--- src/rtl/btn_debounce.sv ---
// Per-button 2-flop synchronizer and debouncer with press/release pulses and a wrapping press counter.
// Optional hold-to-repeat press pulses are enabled by defining BTN_AUTOREPEAT_EN.
module btn_debounce #(
    parameter int NBTN            = 7,
    parameter int DEBOUNCE_CYCLES = 250000,
    parameter int CNT_W           = 18,
    parameter int REPEAT_DELAY    = 12500000,
    parameter int REPEAT_PERIOD   = 2500000
) (
    input  logic            clk_25mhz,
    input  logic            rst,
    input  logic [NBTN-1:0] btn,
    output logic [NBTN-1:0] state,
    output logic [NBTN-1:0] press,
    output logic [NBTN-1:0] rel,
    output logic [7:0]      press_cnt
);

    if (DEBOUNCE_CYCLES < 2 || (64'(1) << CNT_W) <= 64'(DEBOUNCE_CYCLES)) begin : g_bad_debounce
        $error("btn_debounce: DEBOUNCE_CYCLES must be >= 2 and fit in CNT_W bits");
    end
    if (REPEAT_PERIOD < 1 || REPEAT_PERIOD > REPEAT_DELAY) begin : g_bad_repeat
        $error("btn_debounce: REPEAT_PERIOD must be in 1..REPEAT_DELAY");
    end

    localparam logic [CNT_W-1:0] CNT_LAST = CNT_W'(DEBOUNCE_CYCLES - 1);

    logic [NBTN-1:0]  s1_q, s2_q;
    logic [NBTN-1:0]  state_q, state_d;
    logic [NBTN-1:0]  press_q, press_d;
    logic [NBTN-1:0]  rel_q, rel_d;
    logic [NBTN-1:0]  commit;
    logic [CNT_W-1:0] cnt_q [NBTN];
    logic [CNT_W-1:0] cnt_d [NBTN];
    logic [7:0]       press_cnt_q, press_cnt_d;

`ifdef BTN_AUTOREPEAT_EN
    localparam int HOLD_W = $clog2(REPEAT_DELAY + 1);
    localparam logic [HOLD_W-1:0] HOLD_LAST   = HOLD_W'(REPEAT_DELAY - 1);
    // Reloading here makes every later repeat land REPEAT_PERIOD cycles after the previous one.
    localparam logic [HOLD_W-1:0] HOLD_RELOAD = HOLD_W'(REPEAT_DELAY - REPEAT_PERIOD);

    logic [HOLD_W-1:0] hold_q [NBTN];
    logic [HOLD_W-1:0] hold_d [NBTN];
`endif

    always_comb begin
        state_d = state_q;
        press_d = '0;
        rel_d   = '0;
        commit  = '0;
        for (int i = 0; i < NBTN; i++) begin
            cnt_d[i] = cnt_q[i];
            if (s2_q[i] == state_q[i]) begin
                cnt_d[i] = '0;
            end else if (cnt_q[i] != CNT_LAST) begin
                cnt_d[i] = cnt_q[i] + CNT_W'(1);
            end else begin
                cnt_d[i]   = '0;
                commit[i]  = 1'b1;
                state_d[i] = s2_q[i];
                if (s2_q[i]) begin
                    press_d[i] = 1'b1;
                end else begin
                    rel_d[i] = 1'b1;
                end
            end
`ifdef BTN_AUTOREPEAT_EN
            hold_d[i] = hold_q[i];
            // A pending release suppresses the repeat that would land in the same cycle.
            if (!state_q[i] || commit[i]) begin
                hold_d[i] = '0;
            end else if (hold_q[i] == HOLD_LAST) begin
                hold_d[i]  = HOLD_RELOAD;
                press_d[i] = 1'b1;
            end else begin
                hold_d[i] = hold_q[i] + HOLD_W'(1);
            end
`endif
        end
    end

    always_comb begin
        press_cnt_d = press_cnt_q;
        for (int i = 0; i < NBTN; i++) begin
            press_cnt_d = press_cnt_d + 8'(press_q[i]);
        end
    end

    always_ff @(posedge clk_25mhz) begin
        if (rst) begin
            s1_q        <= '0;
            s2_q        <= '0;
            state_q     <= '0;
            press_q     <= '0;
            rel_q       <= '0;
            press_cnt_q <= '0;
            for (int i = 0; i < NBTN; i++) begin
                cnt_q[i] <= '0;
`ifdef BTN_AUTOREPEAT_EN
                hold_q[i] <= '0;
`endif
            end
        end else begin
            s1_q        <= btn;
            s2_q        <= s1_q;
            state_q     <= state_d;
            press_q     <= press_d;
            rel_q       <= rel_d;
            press_cnt_q <= press_cnt_d;
            for (int i = 0; i < NBTN; i++) begin
                cnt_q[i] <= cnt_d[i];
`ifdef BTN_AUTOREPEAT_EN
                hold_q[i] <= hold_d[i];
`endif
            end
        end
    end

    assign state     = state_q;
    assign press     = press_q;
    assign rel       = rel_q;
    assign press_cnt = press_cnt_q;

endmodule

--- config.mk ---
export PLATFORM = sky130hd
export DESIGN_NAME = btn_debounce
export DESIGN_NICKNAME = d
export VERILOG_FILES = /design/src/rtl/btn_debounce.sv
export SDC_FILE = /design/constraint.sdc
export NUM_CORES = 1
export LEC_CHECK = 0
export CORE_ASPECT_RATIO = 1.1
export CORE_UTILIZATION = 45
export CTS_CLUSTER_DIAMETER = 40
export DETAILED_ROUTE_END_ITERATION = 8
export PLACE_DENSITY_LB_ADDON = 0.2
export SYNTH_ARGS = -nofsm -noshare
export SYNTH_HDL_FRONTEND = slang
export SYNTH_SLANG_ARGS = --single-unit
--- constraint.sdc ---
create_clock -name clk_25mhz -period 3.7 [get_ports clk_25mhz]
set_input_delay 0.555 -clock clk_25mhz [delete_from_list [all_inputs] [get_ports clk_25mhz]]
set_output_delay 0.555 -clock clk_25mhz [all_outputs]
set_load 0.02 [all_outputs]
# After elaboration in Yosys (flattened, before gate mapping)
# Memory sizes are Yosys's and may differ from the RTL's.
# Index checks and enable logic that the tools add are counted.
# word_totals
word_cells	126
out_inout_bits	29
ramBits	126
input_bits	9
ff_bits	43
memories	1
# mem_list
memory	depth	width	read_ports	rd_ports_with_merged_regs	write_ports	line_no	source
cnt_q	7	18	7	0	7	33	logic [CNT_W-1:0] cnt_q [NBTN];
# op_classes
n_addsub	14
n_eq_ne	14
bitwise_logic	21
mux	38
reduce_logical	14
# op_table
cell	count
$mux 18	21
$add 18x1->18 const B	7
$ne 18x18->1 const B	7
$add 8x1->8	7
$reduce_or 3->1	7
$mux 1	17
$not 1->1	14
$reduce_and 2->1	7
$eq 1x1->1	7
$or 1x1->1	7

# Longest topological paths before layout
# Gate-level depths: netlist of the first run.
# depth
word_depth	7
mapped_depth	12
depth_no_buf	12

# Worst setup path before layout of the first run
# No wires, ideal clock.
# synth_timing
kind	register -> register
startpoint	register press_q[0], in the netlist press[0]
endpoint	register press_cnt_q[6], in the netlist press_cnt[6]
path_buffers	0
period_less_slack_ns	3.327
setup_slack_ns	0.373
required_ns	3.579
stages_incl_launch_ff	13
setup_time_ns	0.121
arrival_time_ns	3.206
cell_sequence	dfxtp_1 > fa_1 > inv_1 > fa_1 > fa_1 > inv_1 > ha_1 > inv_1 > fa_1 > nor2b_1 > o21ai_0 > a21oi_1 > mux2_2
# synth_between
elab_chain_cells	7
# synth_rtl
element	line_no	source
start: declaration	30	logic [NBTN-1:0] press_q, press_d;
start signal: assignment	108	press_q <= press_d;
$add 8x1->8 (7 in a row)	86	press_cnt_d = press_cnt_d + 8'(press_q[i]);
end signal: assignment	110	press_cnt_q <= press_cnt_d;
end: declaration	35	logic [7:0] press_cnt_q, press_cnt_d;
# Every way passes these cells.
# A chain may end at the register's enable or synchronous reset.

# Final worst setup path of the first run
# Same ends and word-level chain as after synthesis.

==> out/qor.csv, run 1 <==
stage,metric,value,unit
pwr,Static Leak,0.00264,uW
clocking,Post-CTS Setup Inserts,0,
clocking,htree depth,4,
global_route,first-pass GRT wire length,24800,um
pwr,Seq pwr share,49.5,%
worst_setup_path,critical path's largest stage delay,0.53,ns
yosys,Yosys cell types,43,
yosys,Yosys top cell by area,dfxtp_1,
yosys,yosys warns,0,
routing,Met1 Wirelength,7060,um
worst_setup_path,crit path cell chain,"fa_1, inv_1, fa_1, fa_1, inv_1, ha_1, inv_1, fa_1, nor2b_1, o21ai_0, a21oi_1, mux2_2",
global_route,vias in the first global route,5301,
routing,Detail Route Antenna Nets,0,
clocking,CTS Buf Count,17,
sta,final hold violation count,0,
worst_setup_path,critical path data required time,4.02,ns
routing,top layer in use,met4,
yosys,most common cell in the synthesized netlist,dfxtp_1,
yosys,main area contributors after synthesis,"dfxtp_1 46%, xnor2_1 7.9%, nor2_1 6.4%, xor2_1 3.8%, nand4_1 3.2%",
place,HPWL after detailed placement,10000,um
clocking,hold bufs inserted after CTS,0,
clocking,CTS tree,yes,
global_route,GR Overflow Total,0,
sta,Slew Limit Fails,0,
worst_setup_path,worst path arrival time,3.71,ns
die,die area,0.0169,sq mm
yosys,post-synthesis area per instance,8.98,sq um
clocking,CTS max path bufs,2,
yosys,ys async rst share,0,%
worst_setup_path,CP Capture Type,flip-flop,
die,Ports,38,
routing,Detailed Route WL,14100,um
worst_setup_path,Startpoint Class,flip-flop,
flow_run,MaxCap Viol Count,0,
die,Die Width,124,um
yosys,Yosys reg bits,169,
pwr,Int Pwr,2960,uW
place,routability cong.,0.807,
yosys,ys flop type,dfxtp_1,
sta,setup TNS,0,ns
place,number of port buffers,37,
sta,# setup viols final,0,
sta,Fmax,0.295,GHz
routing,Detailed Route Iter0 Violations,330,
sta,unrepaired setup endpoints after global routing,false,
pwr,Clk pwr share,49.2,%
yosys,Post-synth EDFFs,0,
die,CORE AREA,0.0159,sq mm
sta,Max-Slew Margin vs Limit,23.5,%
clocking,post-cts resize count,0,
finish,number of fillers in the final layout,1492,
global_route,largest net degree at the start of global routing,39,
routing,Pre-antenna DRT Iters,4,
yosys,cell count after synthesis,823,
pwr,worst vdd ir,0.000346,V
routing,met2 WL,6340,um
clocking,clk slew on worst S/H paths,0.06,ns
worst_setup_path,critical path's slowest cell,fa_1,
worst_setup_path,cell mode on critical path,fa_1,
finish,Final #Nets,891,
sta,worst slew pin tran,1.14,ns
yosys,top cell type's share of synthesized area,45.8,%
pwr,Net Switching,744,uW
worst_setup_path,Crit path max-delay family,adder cells,
sta,Final min period,3.39,ns
routing,wire per inst,13.1,um
yosys,synthesized area,0.00739,sq mm
clocking,clock sink total,169,
pwr,Sw Ratio,20.1,%
finish,layout cells sized above 1,6.04,%
sta,final setup skew,0.00575,ns
routing,Via Count,5678,
run_status,status,completed,
yosys,"Seq/Total Area, Yosys",45.8,%
global_route,Total GRT Usage,17.9,%
die,FP Rows,48,
finish,synth-to-layout area growth,16.1,%
worst_setup_path,CP max FO,3,
routing,Vias/cell,5.27,
die,Die Span Y,136,um
pwr,Gate power share,1.2,%
clocking,root buffer cell,clkbuf_16,
global_route,initial antenna violation count,0,
clocking,insertion delay to the later sink of the worst-skew pair,0.43,ns
routing,DRC,0,
worst_setup_path,Setup CP Type,reg2reg,
yosys,syn nets,850,
worst_hold_path,Worst Hold Class,reg2reg,
routing,metal3 WL,445,um
finish,Finished Core Util,54.2,%
finish,Ant. Diodes,0,
sta,final period utilization,91.7,%
pwr,PwrDens,432,mW/mm^2
worst_setup_path,Critical path buffers and inverters,3,
die,Starting Density,46.6,%
yosys,"top cells by count, synth","169 x dfxtp_1, 127 x nor2_1, 67 x xnor2_1",
## final timing paths
path	start	to	slack (ns)	cells past startpoint
worst max-delay path	press[0]	press_cnt[6]	0.31	12
worst min-delay path	s1_q[4]	s2_q[4]	0.44	1
worst max register to register	press[0]	press_cnt[6]	0.31	12
worst min register to register	s1_q[4]	s2_q[4]	0.44	1
## sequential cells by signal, indices dropped and copies added (netlist names)
signal     flops
cnt_q        126
press_cnt      8
press          7
rel            7
s1_q           7
s2_q           7
state          7
## worst reg2reg max path: cells and delay by family, from the launching register on
family / cells / cell delay [ns]
flip-flops: 1 / 0.32
multiplexers: 1 / 0.34
buffers and inverters: 3 / 0.18
AND/OR/NAND/NOR: 1 / 0.16
AO/OA/AOI/OAI: 2 / 0.30
adder cells (fa/ha/maj): 5 / 1.99
## cells in the final DEF (no fill, tap or decap), types with 23 or more instances in the layout
cell type,count
nand4_1,38
nand2_1,35
xor2_1,32
clkdlybuf4s50_1,36
nor3_1,34
inv_1,23
xnor2_1,67
dfxtp_1,169
nor2b_1,23
nor2_1,127
nor4_1,36
nand3_1,45
## logic make-up after synthesis
kind of cell             count (synthesis)  share of synthesized area (%)
AND/OR/NAND/NOR                        427                           30.6
XOR/XNOR                                99                           11.7
adder cells (fa/ha/maj)                 18                           3.45
buffers and inverters                   44                           2.30
flip-flops                             169                           45.8
AO/OA/AOI/OAI                           58                           5.06
multiplexers                             8                           1.13
## power groups by stage
stage                     Sequential [uW]  Clock (uW)  Combinational, uW
after floorplan                      1870           0               29.7
after global placement               1880           0               47.0
after detailed placement             1880           0               47.0
after CTS                            1830        1870               47.2
after global routing                 1840        1940               52.4
final                                1830        1830               46.1
## layout make-up
class,instances,area (sq um),area share (%)
clock inverter,11,145,1.69
timing repair buffer,43,410,4.78
inverter,23,86.3,1.01
multi-input combinational,610,3840,44.7
tap,200,250,2.91
clock buffer,21,470,5.48
sequential,169,3380,39.4
## layer usage
| metal | GRT usage, % | vias to the layer above |
|---|---|---|
| li1 | - | 2982 |
| met1 | 23.3 | 2600 |
| met2 | 28.2 | 76 |
| met3 | 4.21 | 20 |
| met4 | 8.37 | 0 |
| met5 | 0 | - |
## stage by stage
step                total power [uW]  hold WS [ns]  instance area [sq um]  instances  setup WS, ns
floorplan                       1900         0.414                   7390        823         0.373
global placement                1920         0.420                   7970       1045         0.313
detailed placement              1920         0.423                   7970       1045         0.267
CTS                             3760         0.438                   8590       1077         0.246
global route                    3830         0.447                   8590       1077       0.00693
finish                          3710         0.435                   8590       1077         0.309
Note: power is estimated with default switching activity, not from simulation.
==> inputs of run 2 (changes only) <==
--- a/config.mk
+++ b/config.mk
@@ -7,9 +7,11 @@
 export LEC_CHECK = 0
 export CORE_ASPECT_RATIO = 1.1
 export CORE_UTILIZATION = 45
+export CTS_BUF_LIST = sky130_fd_sc_hd__clkbuf_8
 export CTS_CLUSTER_DIAMETER = 40
 export DETAILED_ROUTE_END_ITERATION = 8
 export PLACE_DENSITY_LB_ADDON = 0.2
+export SETUP_SLACK_MARGIN = 0.02
 export SYNTH_ARGS = -nofsm -noshare
 export SYNTH_HDL_FRONTEND = slang
 export SYNTH_SLANG_ARGS = --single-unit
==> run 2 against run 1 <==
Non-clock buffer count did not move. Largest cell class unchanged. Count of clock-buffer cells in the layout fell by 1. Die area did not move.
==> out/qor.csv, run 2 (synthesized netlist as in run 1, its figures left out) <==
stage,metric,value,unit
clocking,Post-CTS Setup Inserts,0,
clocking,CTS tree,yes,
die,Ports,38,
sta,Fmax,0.294,GHz
die,Die Width,124,um
worst_setup_path,worst r2r src,press[0],
clocking,post-cts resize count,0,
die,Starting Density,46.6,%
worst_hold_path,Min-Delay Endpoint,s2_q[4],
worst_setup_path,CP Capture Type,flip-flop,
worst_setup_path,CP max FO,3,
die,FP Rows,48,
global_route,Total GRT Usage,17.8,%
clocking,hold bufs inserted after CTS,0,
sta,worst slew pin tran,1.12,ns
sta,final setup skew,0.00931,ns
die,die area,0.0169,sq mm
worst_setup_path,worst path arrival time,3.75,ns
routing,Detailed Route Iter0 Violations,297,
pwr,worst vdd ir,0.000216,V
global_route,largest net degree at the start of global routing,39,
place,HPWL after detailed placement,10000,um
pwr,Static Leak,0.00256,uW
global_route,first-pass GRT wire length,24700,um
clocking,root buffer cell,clkbuf_8,
worst_setup_path,setup slack on the worst flop-to-flop path,0.30,ns
finish,synth-to-layout area growth,13.6,%
worst_setup_path,Crit path max-delay family,adder cells,
routing,Detailed Route WL,14200,um
die,CORE AREA,0.0159,sq mm
sta,worst setup margin,0.298,ns
sta,Max-Slew Margin vs Limit,24.7,%
routing,Vias/cell,5.26,
clocking,CTS Buf Count,17,
sta,setup TNS,0,ns
finish,"commonest non-fill, non-tap cell in the layout",dfxtp_1,
pwr,Overall Power,3250,uW
finish,most frequent cells in the layout,"169 x dfxtp_1, 127 x nor2_1, 67 x xnor2_1",
clocking,htree depth,4,
routing,DRC,0,
worst_setup_path,Setup CP Type,reg2reg,
worst_hold_path,worst hold start,s1_q[4],
worst_setup_path,FF-to-FF End,press_cnt[6],
worst_setup_path,crit path cell chain,"fa_1, inv_1, fa_1, fa_1, inv_1, ha_1, inv_1, fa_1, nor2b_2, o21ai_0, a21oi_1, mux2_2",
sta,# setup viols final,0,
sta,hold_ws,0.440,ns
worst_setup_path,critical path data required time,4.04,ns
worst_setup_path,critical path's largest stage delay,0.53,ns
finish,"Cell Count, Final, Fillers Out",1077,
worst_setup_path,Critical path buffers and inverters,3,
clocking,CTS max path bufs,2,
sta,unrepaired setup endpoints after global routing,false,
sta,final hold violation count,0,
sta,Final min period,3.40,ns
routing,Detail Route Antenna Nets,0,
place,DP Worst Slack,0.267,ns
finish,Reg area,0.00338,sq mm
place,placed cell count,1045,
sta,Slew Limit Fails,0,
clocking,insertion delay to the later sink of the worst-skew pair,0.45,ns
finish,Multi-input gate area,0.00384,sq mm
run_status,status,completed,
routing,Via Count,5661,
routing,wire per inst,13.1,um
die,Die Span Y,136,um
place,routability cong.,0.807,
worst_hold_path,hold depth,1,
global_route,vias in the first global route,5309,
worst_setup_path,Startpoint Class,flip-flop,
finish,max reg flops,126,
clocking,clk slew on worst S/H paths,0.08,ns
worst_hold_path,Worst Hold Class,reg2reg,
worst_setup_path,cell mode on critical path,fa_1,
global_route,GR Overflow Total,0,
finish,Final #Nets,891,
worst_setup_path,depth of the worst register-to-register path,12,
worst_setup_path,critical path's slowest cell,fa_1,
global_route,initial antenna violation count,0,
place,number of port buffers,37,
pwr,PwrDens,387,mW/mm^2
flow_run,MaxCap Viol Count,0,
clocking,clock sink total,169,
routing,Pre-antenna DRT Iters,4,
sta,final period utilization,91.9,%
finish,Largest Register,cnt_q,
finish,layout cells sized above 1,6.16,%
finish,number of fillers in the final layout,1506,
finish,Ant. Diodes,0,
-- run 2: cell types whose count changed in the layout (fill, tap and decap cells not counted) --
cell and change:
clkbuf_16 -17, clkbuf_8 +17, clkbuf_1 -1, inv_1 +1
nor2b_1 -1, nor2b_2 +1
-- run 2: worst max path at each step --
stage	startpoint	endpoint	slack, ns	cells past startpoint
CTS	press[0]	press_cnt[6]	0.24	12
detailed placement	press[0]	press_cnt[6]	0.27	12
floorplan	press[0]	press_cnt[6]	0.37	12
finish	press[0]	press_cnt[6]	0.30	12
global placement	press[0]	press_cnt[6]	0.31	12
global route	press[0]	press_cnt[6]	0.02	12
-- run 2: final cells by class --
| type | count | area share [%] |
|---|---|---|
| multi-input cells | 610 | 45.8 |
| well taps | 200 | 2.98 |
| inverters | 23 | 1.03 |
| clock buffers | 20 | 3.28 |
| clock inverters | 12 | 1.77 |
| flip-flops and latches | 169 | 40.3 |
| repair buffers | 43 | 4.89 |
-- run 2: power breakdown --
group / leakage (uW) / switching, uW / total (uW) / internal, uW
sequential: 0.00136 / 6.13 / 1830 / 1830
clock: 0.000212 / 653 / 1370 / 717
combinational: 0.000985 / 26.2 / 46.2 / 20.0
total: 0.00256 / 686 / 3250 / 2560
-- run 2: routing by layer --
metal | part of all wire, % | vias to the layer above | track usage, %
li1 | - | 2985 | -
met4 | 1.3 | 0 | 6.56
met1 | 50 | 2589 | 23.1
met5 | 0 | - | 0
met2 | 46 | 73 | 28.3
met3 | 3.0 | 14 | 4.80
-- run 2: through the flow --
stage          area (sq um)  utilization, %
4_1_cts                8390            52.9
3_5_place_dp           7970            50.3
6_report               8400            53.0
5_1_grt                8400            53.0
3_3_place_gp           7970            50.3
2_1_floorplan          7390               -
==> inputs of run 3 (changes only) <==
--- a/config.mk
+++ b/config.mk
@@ -6,9 +6,10 @@
 export NUM_CORES = 1
 export LEC_CHECK = 0
 export CORE_ASPECT_RATIO = 1.1
+export CORE_MARGIN = 2
 export CORE_UTILIZATION = 45
 export CTS_BUF_LIST = sky130_fd_sc_hd__clkbuf_8
-export CTS_CLUSTER_DIAMETER = 40
+export CTS_CLUSTER_DIAMETER = 150
 export DETAILED_ROUTE_END_ITERATION = 8
 export PLACE_DENSITY_LB_ADDON = 0.2
 export SETUP_SLACK_MARGIN = 0.02
==> run 3 against run 2 <==
Critical path depth did not move. Clock skew rose by 0.0028 ns. Maximum frequency fell by 1.1%. Sequential share of layout area fell by 0.28 points. Setup slack got worse by 0.037 ns. Hold slack improved by 0.0013 ns. Sequential power barely moved. Cell count rose by 0.37%. Combinational power barely moved. Non-clock buffer count did not move. Register-to-register slack got worse by 0.04 ns.
==> out/qor.csv, run 3 (synthesized netlist as in run 1, its figures left out) <==
stage,metric,value,unit
run_status,status,completed,
worst_setup_path,critical path's largest stage delay,0.53,ns
clocking,root buffer cell,clkbuf_8,
global_route,Total GRT Usage,17.0,%
routing,Pre-antenna DRT Iters,4,
clocking,clock sink total,169,
pwr,worst vdd ir,0.000220,V
worst_setup_path,critical path's slowest cell,fa_1,
die,Die Width,126,um
sta,# setup viols final,0,
finish,"commonest non-fill, non-tap cell in the layout",dfxtp_1,
die,Starting Density,45.5,%
global_route,vias in the first global route,5306,
die,FP Rows,49,
clocking,Post-CTS Setup Inserts,0,
pwr,PwrDens,404,mW/mm^2
routing,Vias/cell,5.34,
routing,Detailed Route Iter0 Violations,228,
worst_setup_path,Startpoint Class,flip-flop,
sta,Final min period,3.44,ns
routing,DRC,0,
global_route,largest net degree at the start of global routing,32,
global_route,first-pass GRT wire length,24700,um
worst_setup_path,CP max FO,3,
sta,Fmax,0.291,GHz
routing,Detail Route Antenna Nets,0,
sta,setup TNS,0,ns
finish,layout cells sized above 1,6.04,%
sta,final hold violation count,0,
global_route,GR Overflow Total,0,
die,CORE AREA,0.0162,sq mm
finish,Ant. Diodes,0,
sta,final period utilization,92.9,%
sta,Max-Slew Margin vs Limit,20.9,%
finish,number of fillers in the final layout,1539,
worst_hold_path,Worst Hold Class,reg2reg,
die,Ports,38,
worst_setup_path,cell mode on critical path,fa_1,
worst_setup_path,Critical path buffers and inverters,3,
place,routability cong.,0.772,
sta,final setup skew,0.0121,ns
finish,most frequent cells in the layout,"169 x dfxtp_1, 127 x nor2_1, 67 x xnor2_1",
sta,unrepaired setup endpoints after global routing,false,
clocking,CTS tree,yes,
pwr,Static Leak,0.00259,uW
clocking,post-cts resize count,0,
worst_setup_path,CP Capture Type,flip-flop,
clocking,hold bufs inserted after CTS,0,
finish,Multi-input gate area,0.00384,sq mm
finish,synth-to-layout area growth,14.4,%
sta,worst slew pin tran,1.18,ns
worst_setup_path,critical path data required time,4.04,ns
clocking,CTS max path bufs,2,
worst_setup_path,Crit path max-delay family,adder cells,
clocking,CTS Buf Count,17,
global_route,initial antenna violation count,0,
finish,max reg flops,126,
clocking,insertion delay to the later sink of the worst-skew pair,0.46,ns
worst_setup_path,worst path arrival time,3.78,ns
finish,Largest Register,cnt_q,
routing,wire per inst,13.1,um
sta,Slew Limit Fails,0,
routing,Via Count,5775,
place,number of port buffers,37,
worst_setup_path,Setup CP Type,reg2reg,
die,Die Span Y,138,um
finish,Final #Nets,891,
place,HPWL after detailed placement,10200,um
worst_setup_path,crit path cell chain,"fa_1, inv_1, fa_1, fa_1, inv_1, ha_1, inv_1, fa_1, nor2b_1, o21ai_0, a21oi_1, mux2_2",
finish,post-route cell area,0.00846,sq mm
clocking,clk slew on worst S/H paths,0.08,ns
place,Placed Area,0.00798,sq mm
flow_run,MaxCap Viol Count,0,
die,die area,0.0175,sq mm
routing,Detailed Route WL,14200,um
clocking,htree depth,4,
finish,Reg area,0.00338,sq mm
## run 3: changes by cell type in the layout (fill, tap and decap cells not counted)
| cell | previous run | this run |
|---|---|---|
| bufinv_16 | 3 | 5 |
| clkbuf_8 | 20 | 21 |
| clkinv_2 | 3 | 1 |
| clkinv_4 | 2 | 1 |
| clkinvlp_4 | 3 | 2 |
| inv_6 | 0 | 1 |
| nor2b_1 | 22 | 23 |
| nor2b_2 | 1 | 0 |
## run 3: worst register-to-register path, delay by kind of cell (launching register included)
family	cells	cell delay (ns)
buffers and inverters	3	0.18
AO/OA/AOI/OAI	2	0.32
flip-flops	1	0.34
multiplexers	1	0.35
adder cells (fa/ha/maj)	5	2.00
AND/OR/NAND/NOR	1	0.16
## run 3: metal layers
layer / up-vias / part of all wire (%) / GRT usage, %
met5: - / 0 / 0
met4: 0 / 1.4 / 5.78
met3: 16 / 3.6 / 4.61
met2: 60 / 46 / 27.1
met1: 2702 / 49 / 22.2
li1: 2997 / - / -
## run 3: cell type report
type / count / share of cell area, %
timing repair buffer: 43 / 4.85
tap: 204 / 3.02
multi-input combinational: 610 / 45.4
clock inverter: 11 / 2.26
clock buffer: 21 / 3.42
inverter: 23 / 1.02
sequential: 169 / 40.0
## run 3: metrics by stage
step           std cells  setup slack (ns)  util, %  total power, uW  hold slack (ns)
2_1_floorplan        823             0.373        -             1900            0.414
3_3_place_gp        1049             0.304     49.1             1920            0.422
3_5_place_dp        1049             0.300     49.1             1920            0.425
4_1_cts             1081             0.235     52.0             3460            0.446
5_1_grt             1081            0.0623     52.0             3540            0.459
6_report            1081             0.262     52.0             3410            0.441
## run 3: final timing paths
check            from           end  slack [ns]  depth (start not counted)
min           s1_q[4]       s2_q[4]        0.44                          1
max reg2reg  press[0]  press_cnt[6]        0.26                         12
min reg2reg   s1_q[4]       s2_q[4]        0.44                          1
max          press[0]  press_cnt[6]        0.26                         12
## run 3: power breakdown
group          leakage, uW  switching [uW]  internal [uW]
clock             0.000240             659            876
sequential         0.00136            6.54           1830
combinational     0.000985            26.4           20.0
